==> config.mk <==
export PLATFORM = sky130hd
export DESIGN_NAME = snake_body_sequencer
export DESIGN_NICKNAME = d
export VERILOG_FILES = /design/src/rtl/snake_body_sequencer.sv
export SDC_FILE = /design/constraint.sdc
export NUM_CORES = 1
export LEC_CHECK = 0
export BUFFER_PORTS_ARGS = -buffer_cell sky130_fd_sc_hd__buf_2
export CORE_UTILIZATION = 42
export DETAILED_ROUTE_END_ITERATION = 10
export HOLD_SLACK_MARGIN = 0.02
export PLACE_DENSITY = 0.58
export SETUP_SLACK_MARGIN = 0.05
export SYNTH_ARGS = -nofsm -noshare
export SYNTH_HDL_FRONTEND = slang
export SYNTH_SLANG_ARGS = --single-unit
==> constraint.sdc <==
create_clock -name clk -period 6.8 [get_ports clk]
set_input_delay 1.36 -clock clk [delete_from_list [all_inputs] [get_ports clk]]
set_output_delay 1.36 -clock clk [all_outputs]
set_load 0.05 [all_outputs]
==> src/rtl/snake_body_sequencer.sv <==
`default_nettype none
// ============================================================================
// Module      : snake_body_sequencer
// Description : Ring buffer of snake body coordinates with self-collision
//               scan. Each game step is serialised into at most two draw
//               commands (erase old tail, paint new head) handed to a
//               downstream pixel painter with a strobe/done handshake.
// Revision    : 1.0 - initial release
// ============================================================================
module snake_body_sequencer #(
    parameter int                     X_WIDTH     = 5,
    parameter int                     Y_WIDTH     = 5,
    parameter int                     ADDR_WIDTH  = 6,
    parameter int                     LEN_WIDTH   = 7,
    parameter int                     INIT_LEN    = 3,
    parameter int                     COLOR_WIDTH = 8,
    parameter logic [COLOR_WIDTH-1:0] HEAD_COLOR  = 8'h0f,
    parameter logic [COLOR_WIDTH-1:0] BG_COLOR    = 8'h00
) (
    input  logic                   clk,
    input  logic                   rst,
    input  logic                   step_vld,
    input  logic [X_WIDTH-1:0]     head_x,
    input  logic [Y_WIDTH-1:0]     head_y,
    input  logic                   grow,
    output logic                   busy,
    output logic                   collide,
    output logic [LEN_WIDTH-1:0]   length,
    output logic [X_WIDTH-1:0]     o_x,
    output logic [Y_WIDTH-1:0]     o_y,
    output logic [COLOR_WIDTH-1:0] o_color,
    output logic                   o_vld,
    input  logic                   i_done
);

    localparam int                   c_depth     = 1 << ADDR_WIDTH;
    localparam int                   c_ent_w     = X_WIDTH + Y_WIDTH;
    localparam logic [LEN_WIDTH-1:0] c_depth_len = LEN_WIDTH'(c_depth);
    localparam logic [LEN_WIDTH-1:0] c_init_len  = LEN_WIDTH'(INIT_LEN);

    localparam logic [2:0] c_st_idle   = 3'd0;
    localparam logic [2:0] c_st_scan   = 3'd1;
    localparam logic [2:0] c_st_tail   = 3'd2;
    localparam logic [2:0] c_st_wait_t = 3'd3;
    localparam logic [2:0] c_st_head   = 3'd4;
    localparam logic [2:0] c_st_wait_h = 3'd5;
    localparam logic [2:0] c_st_dead   = 3'd6;

    logic [c_ent_w-1:0]     r_buf [c_depth];
    logic [2:0]             r_state;
    logic [ADDR_WIDTH-1:0]  r_rd_ptr;
    logic [ADDR_WIDTH-1:0]  r_wr_ptr;
    logic [ADDR_WIDTH-1:0]  r_scan_idx;
    logic [LEN_WIDTH-1:0]   r_length;
    logic [LEN_WIDTH-1:0]   r_scan_cnt;
    logic [X_WIDTH-1:0]     r_hx;
    logic [Y_WIDTH-1:0]     r_hy;
    logic                   r_pop;
    logic                   r_collide;
    logic                   r_vld;
    logic [X_WIDTH-1:0]     r_x;
    logic [Y_WIDTH-1:0]     r_y;
    logic [COLOR_WIDTH-1:0] r_color;

    logic                   w_pop;
    logic                   w_match;
    logic [c_ent_w-1:0]     w_tail_entry;

    // A full buffer always pops, so length saturates at the depth and grow is ignored
    assign w_pop        = !(grow || (r_length < c_init_len)) || (r_length == c_depth_len);
    assign w_match      = (r_buf[r_scan_idx] == {r_hx, r_hy});
    assign w_tail_entry = r_buf[r_rd_ptr];

    assign busy    = (r_state != c_st_idle);
    assign collide = r_collide;
    assign length  = r_length;
    assign o_x     = r_x;
    assign o_y     = r_y;
    assign o_color = r_color;
    assign o_vld   = r_vld;

    // Body storage: the new head is committed only once its draw has completed
    always_ff @(posedge clk) begin
        if (!rst && (r_state == c_st_wait_h) && i_done) begin
            r_buf[r_wr_ptr] <= {r_hx, r_hy};
        end
    end

    // Step sequencer: scan for collision, then erase tail / paint head with handshake
    always_ff @(posedge clk) begin
        if (rst) begin
            r_state    <= c_st_idle;
            r_rd_ptr   <= '0;
            r_wr_ptr   <= '0;
            r_length   <= '0;
            r_collide  <= 1'b0;
            r_vld      <= 1'b0;
            r_x        <= '0;
            r_y        <= '0;
            r_color    <= '0;
            r_hx       <= '0;
            r_hy       <= '0;
            r_pop      <= 1'b0;
            r_scan_idx <= '0;
            r_scan_cnt <= '0;
        end else begin
            r_vld <= 1'b0;
            case (r_state)
                c_st_idle: begin
                    if (step_vld) begin
                        r_hx       <= head_x;
                        r_hy       <= head_y;
                        r_pop      <= w_pop;
                        // The tail cell being freed is skipped by starting one entry later
                        r_scan_idx <= r_rd_ptr + ADDR_WIDTH'(w_pop);
                        r_scan_cnt <= r_length - LEN_WIDTH'(w_pop);
                        r_state    <= c_st_scan;
                    end
                end
                c_st_scan: begin
                    if (r_scan_cnt == '0) begin
                        r_state <= r_pop ? c_st_tail : c_st_head;
                    end else if (w_match) begin
                        r_collide <= 1'b1;
                        r_state   <= c_st_dead;
                    end else begin
                        r_scan_idx <= r_scan_idx + 1'b1;
                        r_scan_cnt <= r_scan_cnt - 1'b1;
                        if (r_scan_cnt == LEN_WIDTH'(1)) begin
                            r_state <= r_pop ? c_st_tail : c_st_head;
                        end
                    end
                end
                c_st_tail: begin
                    r_vld      <= 1'b1;
                    {r_x, r_y} <= w_tail_entry;
                    r_color    <= BG_COLOR;
                    r_state    <= c_st_wait_t;
                end
                c_st_wait_t: begin
                    if (i_done) begin
                        r_rd_ptr <= r_rd_ptr + 1'b1;
                        r_length <= r_length - 1'b1;
                        r_state  <= c_st_head;
                    end
                end
                c_st_head: begin
                    r_vld   <= 1'b1;
                    r_x     <= r_hx;
                    r_y     <= r_hy;
                    r_color <= HEAD_COLOR;
                    r_state <= c_st_wait_h;
                end
                c_st_wait_h: begin
                    if (i_done) begin
                        r_wr_ptr <= r_wr_ptr + 1'b1;
                        r_length <= r_length + 1'b1;
                        r_state  <= c_st_idle;
                    end
                end
                c_st_dead: begin
                    r_state <= c_st_dead;
                end
                default: begin
                    r_state <= c_st_idle;
                end
            endcase
        end
    end

endmodule
`default_nettype wire
=== Word-level counts from Yosys, hierarchy flattened ===
Memories as Yosys holds them, arrays and structs flattened. A register that Yosys moved wholly into a read port is not among the register bits.
Index checks and enable logic that the tools add are counted.

* Bits in registers: 66
* Bits in writable memories: 640
* Input bits: 15
* Output and inout port bits: 28
* Word-level logic and storage cells: 89
* Memories: 1

* Add/subtract/negate cells: 8
* Magnitude comparators: 1
* Equality and inequality tests: 15
* Multiplexer cells: 29
* Bitwise operators: 1
* Reductions and logical operators: 20

{| class="wikitable"
|+ Memory list
! name !! depth !! width !! rd ports !! clocked after Yosys merged registers in !! write ports !! line !! source
|-
| r_buf || 64 || 10 || 2 || 2 || 1 || 49 || <nowiki>logic [c_ent_w-1:0] r_buf [c_depth];</nowiki>
|}

{| class="wikitable"
|+ Operators with widths
! operator !! number
|-
| 6-bit two-way mux || 7
|-
| 7-bit two-way mux || 5
|-
| 7-bit one-hot mux with 2 select lines || 2
|-
| 3-bit two-way mux || 7
|-
| 3-bit one-hot mux with 7 select lines || 1
|-
| 5-bit one-hot mux with 2 select lines || 2
|-
| 6-bit by 1-bit adder with 6-bit output (second input constant) || 3
|-
| 8-bit one-hot mux with 2 select lines || 1
|-
| 7-bit by 1-bit subtractor with 7-bit output (second input constant) || 2
|-
| 6-bit one-hot mux with 2 select lines || 1
|-
| 10-bit == test || 1
|-
| 2-bit != test (second input constant) || 5
|-
| 3-bit == test (second input constant) || 3
|-
| 4-bit AND reduction || 2
|-
| 7-bit by 1-bit adder with 7-bit output (second input constant) || 1
|-
| 7-bit by 1-bit == test with 1-bit output (second input constant) || 1
|-
| 7-bit == test (second input constant) || 1
|-
| 7-bit zero test || 1
|-
| 7-bit by 2-bit less-than comparator with 1-bit output (second input constant) || 1
|-
| 7-bit by 1-bit subtractor with 7-bit output || 1
|-
| 6-bit by 1-bit adder with 6-bit output || 1
|-
| 3-bit by 2-bit == test with 1-bit output (second input constant) || 2
|-
| 2-bit AND reduction || 3
|-
| 3-bit AND reduction || 2
|-
| 11 further kinds || 18
|}

=== Logic depth before layout (Yosys ltp) ===
* Depth after elaboration: 9
* Depth in mapped cells: 16
* Mapped depth without buffers: 13

=== Worst setup path before layout ===
Ideal clock, no wire load.

* Path kind: reg2reg
* Start: reg (tool-made name)
* End: reg (tool-made name)
* Setup time: 0.123 ns
* Arrival: 3.251 ns
* Setup slack: 3.425 ns
* Cell stages (with the launch flop): 14
* Period minus slack after synthesis: 3.375 ns
* Cells stage by stage: dfxtp_1 -> buf_2 -> buf_2 -> buf_2 -> buf_1 -> mux2_2 -> o221ai_1 -> o22ai_1 -> nor4_1 -> xor2_1 -> nand4_4 -> buf_6 -> o211a_1 -> o221a_1

==> flow_metrics.env <==
export IMPL_initial_core_util_pct=42.6
export IMPL_post_dp_cell_area_mm2=0.0353
export IMPL_final_nets=1983
export IMPL_seq_area_frac_synth_pct=61.1
export IMPL_drtIter0Drc=2488
export IMPL_worstMarginPinSlew_ns=1.21
export IMPL_relSlewSlack_pct=18.6
export IMPL_critPathBufInv=1
export IMPL_htree_levels=3
export IMPL_portBuffers=38
export IMPL_clock_sinks=711
export IMPL_path_class="reg -> reg"
export IMPL_synth_edf_count=640
export IMPL_gp_congestion=0.945
export IMPL_syn_inst=1897
export IMPL_finish_instance_area_mm2=0.0377
export IMPL_cpPeakStageDelay_ns=1.01
export IMPL_routed_wl_um=106000
export IMPL_synthDistinctLibCells=73
export IMPL_maxCapViolations=0
export IMPL_max_freq_ghz=0.210
export IMPL_post_route_period_util_pct=70.0
export IMPL_die_w_um=286
export IMPL_grt_pass1_vias=19800
export IMPL_crit_chain="buf_12 -> mux4_2 -> mux2i_1 -> o22ai_1 -> nor4_1 -> xnor2_1 -> nor4_4 -> nand4_4 -> o21ai_4 -> mux2_1"
export IMPL_crit_slowest_cell="dfxtp_4"
export IMPL_clkTransAtPathRegs_ns=0.06
export IMPL_boundaryPins=43
export IMPL_cts_hold_buf=0
export IMPL_cts_path_max_buffers=3
export IMPL_multi_input_area_mm2=0.0124
export IMPL_grt_pass1_wl_um=150000
export IMPL_hp_class="reg -> reg"
export IMPL_n_antenna_cell=0
export IMPL_final_antenna_net_count=0
export IMPL_fin_skew_ns=0.0292
export IMPL_powerDensity_mw_per_mm2=266
export IMPL_numCtsBuffers=76
export IMPL_firstDrtPassIters=6
export IMPL_crit_family="multiplexers"
export IMPL_drive_gt1_share_pct=31.6
export IMPL_arrival_ns=5.26
export IMPL_finalMaxSlewViolations=0
export IMPL_finalSetupViolations=0
export IMPL_row_count=103
export IMPL_grt_setup_unrepaired="false"
export IMPL_worst_path_max_fanout=56
export IMPL_clk_latency_ns=0.64
export IMPL_synth_top_flop_cell="edfxtp_1"
export IMPL_fill_cells=6560
export IMPL_cts_resized=0
export IMPL_async_flop_share_pct=0
export IMPL_grt_max_degree=83
export IMPL_drcViolationCount=0
export IMPL_tritoncts="yes"
export IMPL_peakVddDrop_uv=256
export IMPL_fp_dieH_um=286
export IMPL_cts_root_buf="clkbuf_16"
export IMPL_crit_path_start_kind="flip-flop"
export IMPL_via_count=19900
export IMPL_dpl_hpwl_um=69000
export IMPL_yosys_warnings=0
export IMPL_dieArea_mm2=0.0816
export IMPL_area_delta_synth_final_pct=11.6
export IMPL_core_area_mm2=0.0793
export IMPL_final_hold_violation_count=0
export IMPL_worst_setup_path_end_kind="flip-flop"
export IMPL_postCtsSetupBuffers=0
export IMPL_period_minus_slack_ns=4.76
export IMPL_power_leakage_nw=11.3
export IMPL_ys_ff_latch=711
export IMPL_total_power_mw=10.0
export IMPL_register_area_mm2=0.0207
export IMPL_grt_ovfl_total=0
export IMPL_synth_avg_cell_area_um2=17.8
export IMPL_wl_per_cell_um=34.5
export IMPL_syn_area_mm2=0.0338
export IMPL_required_ns=7.30
export IMPL_viasPerCell=6.50
export IMPL_track_usage_pct=26.2
export IMPL_status="finished, final reports clean"
export IMPL_fin_tns_setup_ns=0
export IMPL_antenna_found_initial=5
==> worst register-to-register path, delay by kind of cell (launching register included) <==
family                 cells  cell delay, ns
multiplexers               3            1.40
flip-flops                 1            1.01
AND/OR/NAND/NOR            3            1.00
AO/OA/AOI/OAI              2            0.59
buffers and inverters      1            0.48
XOR/XNOR                   1            0.16
==> metal layers <==
metal	vias to the layer above	routed length (µm)	track usage (%)
li1	8013	-	-
met1	10700	42900	36.7
met2	1023	48900	40.4
met3	199	9890	6.12
met4	6	3810	8.88
met5	-	40	0
==> final cells by class <==
| class | instances | share of cell area [%] |
|---|---|---|
| flip-flops and latches | 711 | 54.9 |
| multi-input cells | 1026 | 32.9 |
| clock buffers | 104 | 5.64 |
| well taps | 1050 | 3.49 |
| repair buffers | 119 | 2.28 |
| clock inverters | 35 | 0.627 |
| inverters | 18 | 0.179 |
==> cell families (layout without fill, tap and decap cells) <==
group                    after synthesis  in the layout  share of synthesized area (%)
flip-flops                           711            711                           61.1
multiplexers                         439            439                           26.2
AND/OR/NAND/NOR                      350            350                           5.03
AO/OA/AOI/OAI                        184            184                           3.76
buffers and inverters                163            276                           2.44
XOR/XNOR                              33             33                          0.856
adder cells (fa/ha/maj)               16             16                          0.615
other                                  1              4                         0.0111
==> stage by stage <==
| stage | setup WS, ns | utilization, % | instances | hold slack [ns] |
|---|---|---|---|---|
| after floorplan | 3.43 | - | 1900 | 0.464 |
| after global placement | 2.17 | 44.6 | 2924 | 0.455 |
| after detailed placement | 2.09 | 44.6 | 2924 | 0.455 |
| after CTS | 2.10 | 47.6 | 3063 | 0.462 |
| after global routing | 1.85 | 47.6 | 3063 | 0.490 |
| final | 2.04 | 47.6 | 3063 | 0.455 |
==> registers in the layout, indices dropped and copies added (netlist names), named ones only <==
signal / flops
r_hy: 5
r_pop: 1
o_vld: 1
o_x: 5
o_color: 1
r_rd_ptr: 6
r_buf: 640
length: 7
r_scan_idx: 6
r_hx: 5
r_state: 3
r_wr_ptr: 6
r_scan_cnt: 7
collide: 1
o_y: 5
==> power by group <==
group          switching (mW)  leakage (nW)  total [mW]  internal (mW)
registers               0.110          6.27        4.96           4.85
clock network            1.75          1.16        3.99           2.24
logic                   0.687          3.83        1.09          0.399
total                    2.54          11.3        10.0           7.49
==> cell usage after synthesis, types with 20 or more instances <==
master    number  area (µm²)
nor2b_1       21         131
nor2_1       123         462
mux4_2       354        7970
a22oi_1       29         218
nand2_1       78         293
o21ai_0       22         110
a21oi_1       42         210
buf_1         20        75.1
clkbuf_1      71         267
mux2i_1       79         791
dfxtp_1       71        1420
edfxtp_1     640       19200
nand3_1       33         165
buf_2         25         125
==> layout by cell type (no fill, tap or decap), types with 29 or more instances in the layout <==
master | Yosys | layout
nand3_1 | 33 | 33
clkbuf_16 | 0 | 79
buf_4 | 17 | 76
mux2i_1 | 79 | 79
edfxtp_1 | 640 | 640
a22oi_1 | 29 | 29
mux4_2 | 354 | 354
nand2_1 | 78 | 78
buf_2 | 25 | 38
a21oi_1 | 42 | 42
dfxtp_1 | 71 | 52
nor2_1 | 123 | 101
==> final timing paths <==
kind / start / endpoint / slack, ns / depth (start not counted)
worst max-delay path: flip-flop / r_scan_idx[1]$_SDFFE_PP0N_ / 2.04 / 10
worst min-delay path: collide$_SDFFE_PP0P_ / collide$_SDFFE_PP0P_ / 0.46 / 2
worst max register to register: flip-flop / r_scan_idx[1]$_SDFFE_PP0N_ / 2.04 / 10
worst min register to register: collide$_SDFFE_PP0P_ / collide$_SDFFE_PP0P_ / 0.46 / 2
(Power assumes the default switching activity.)
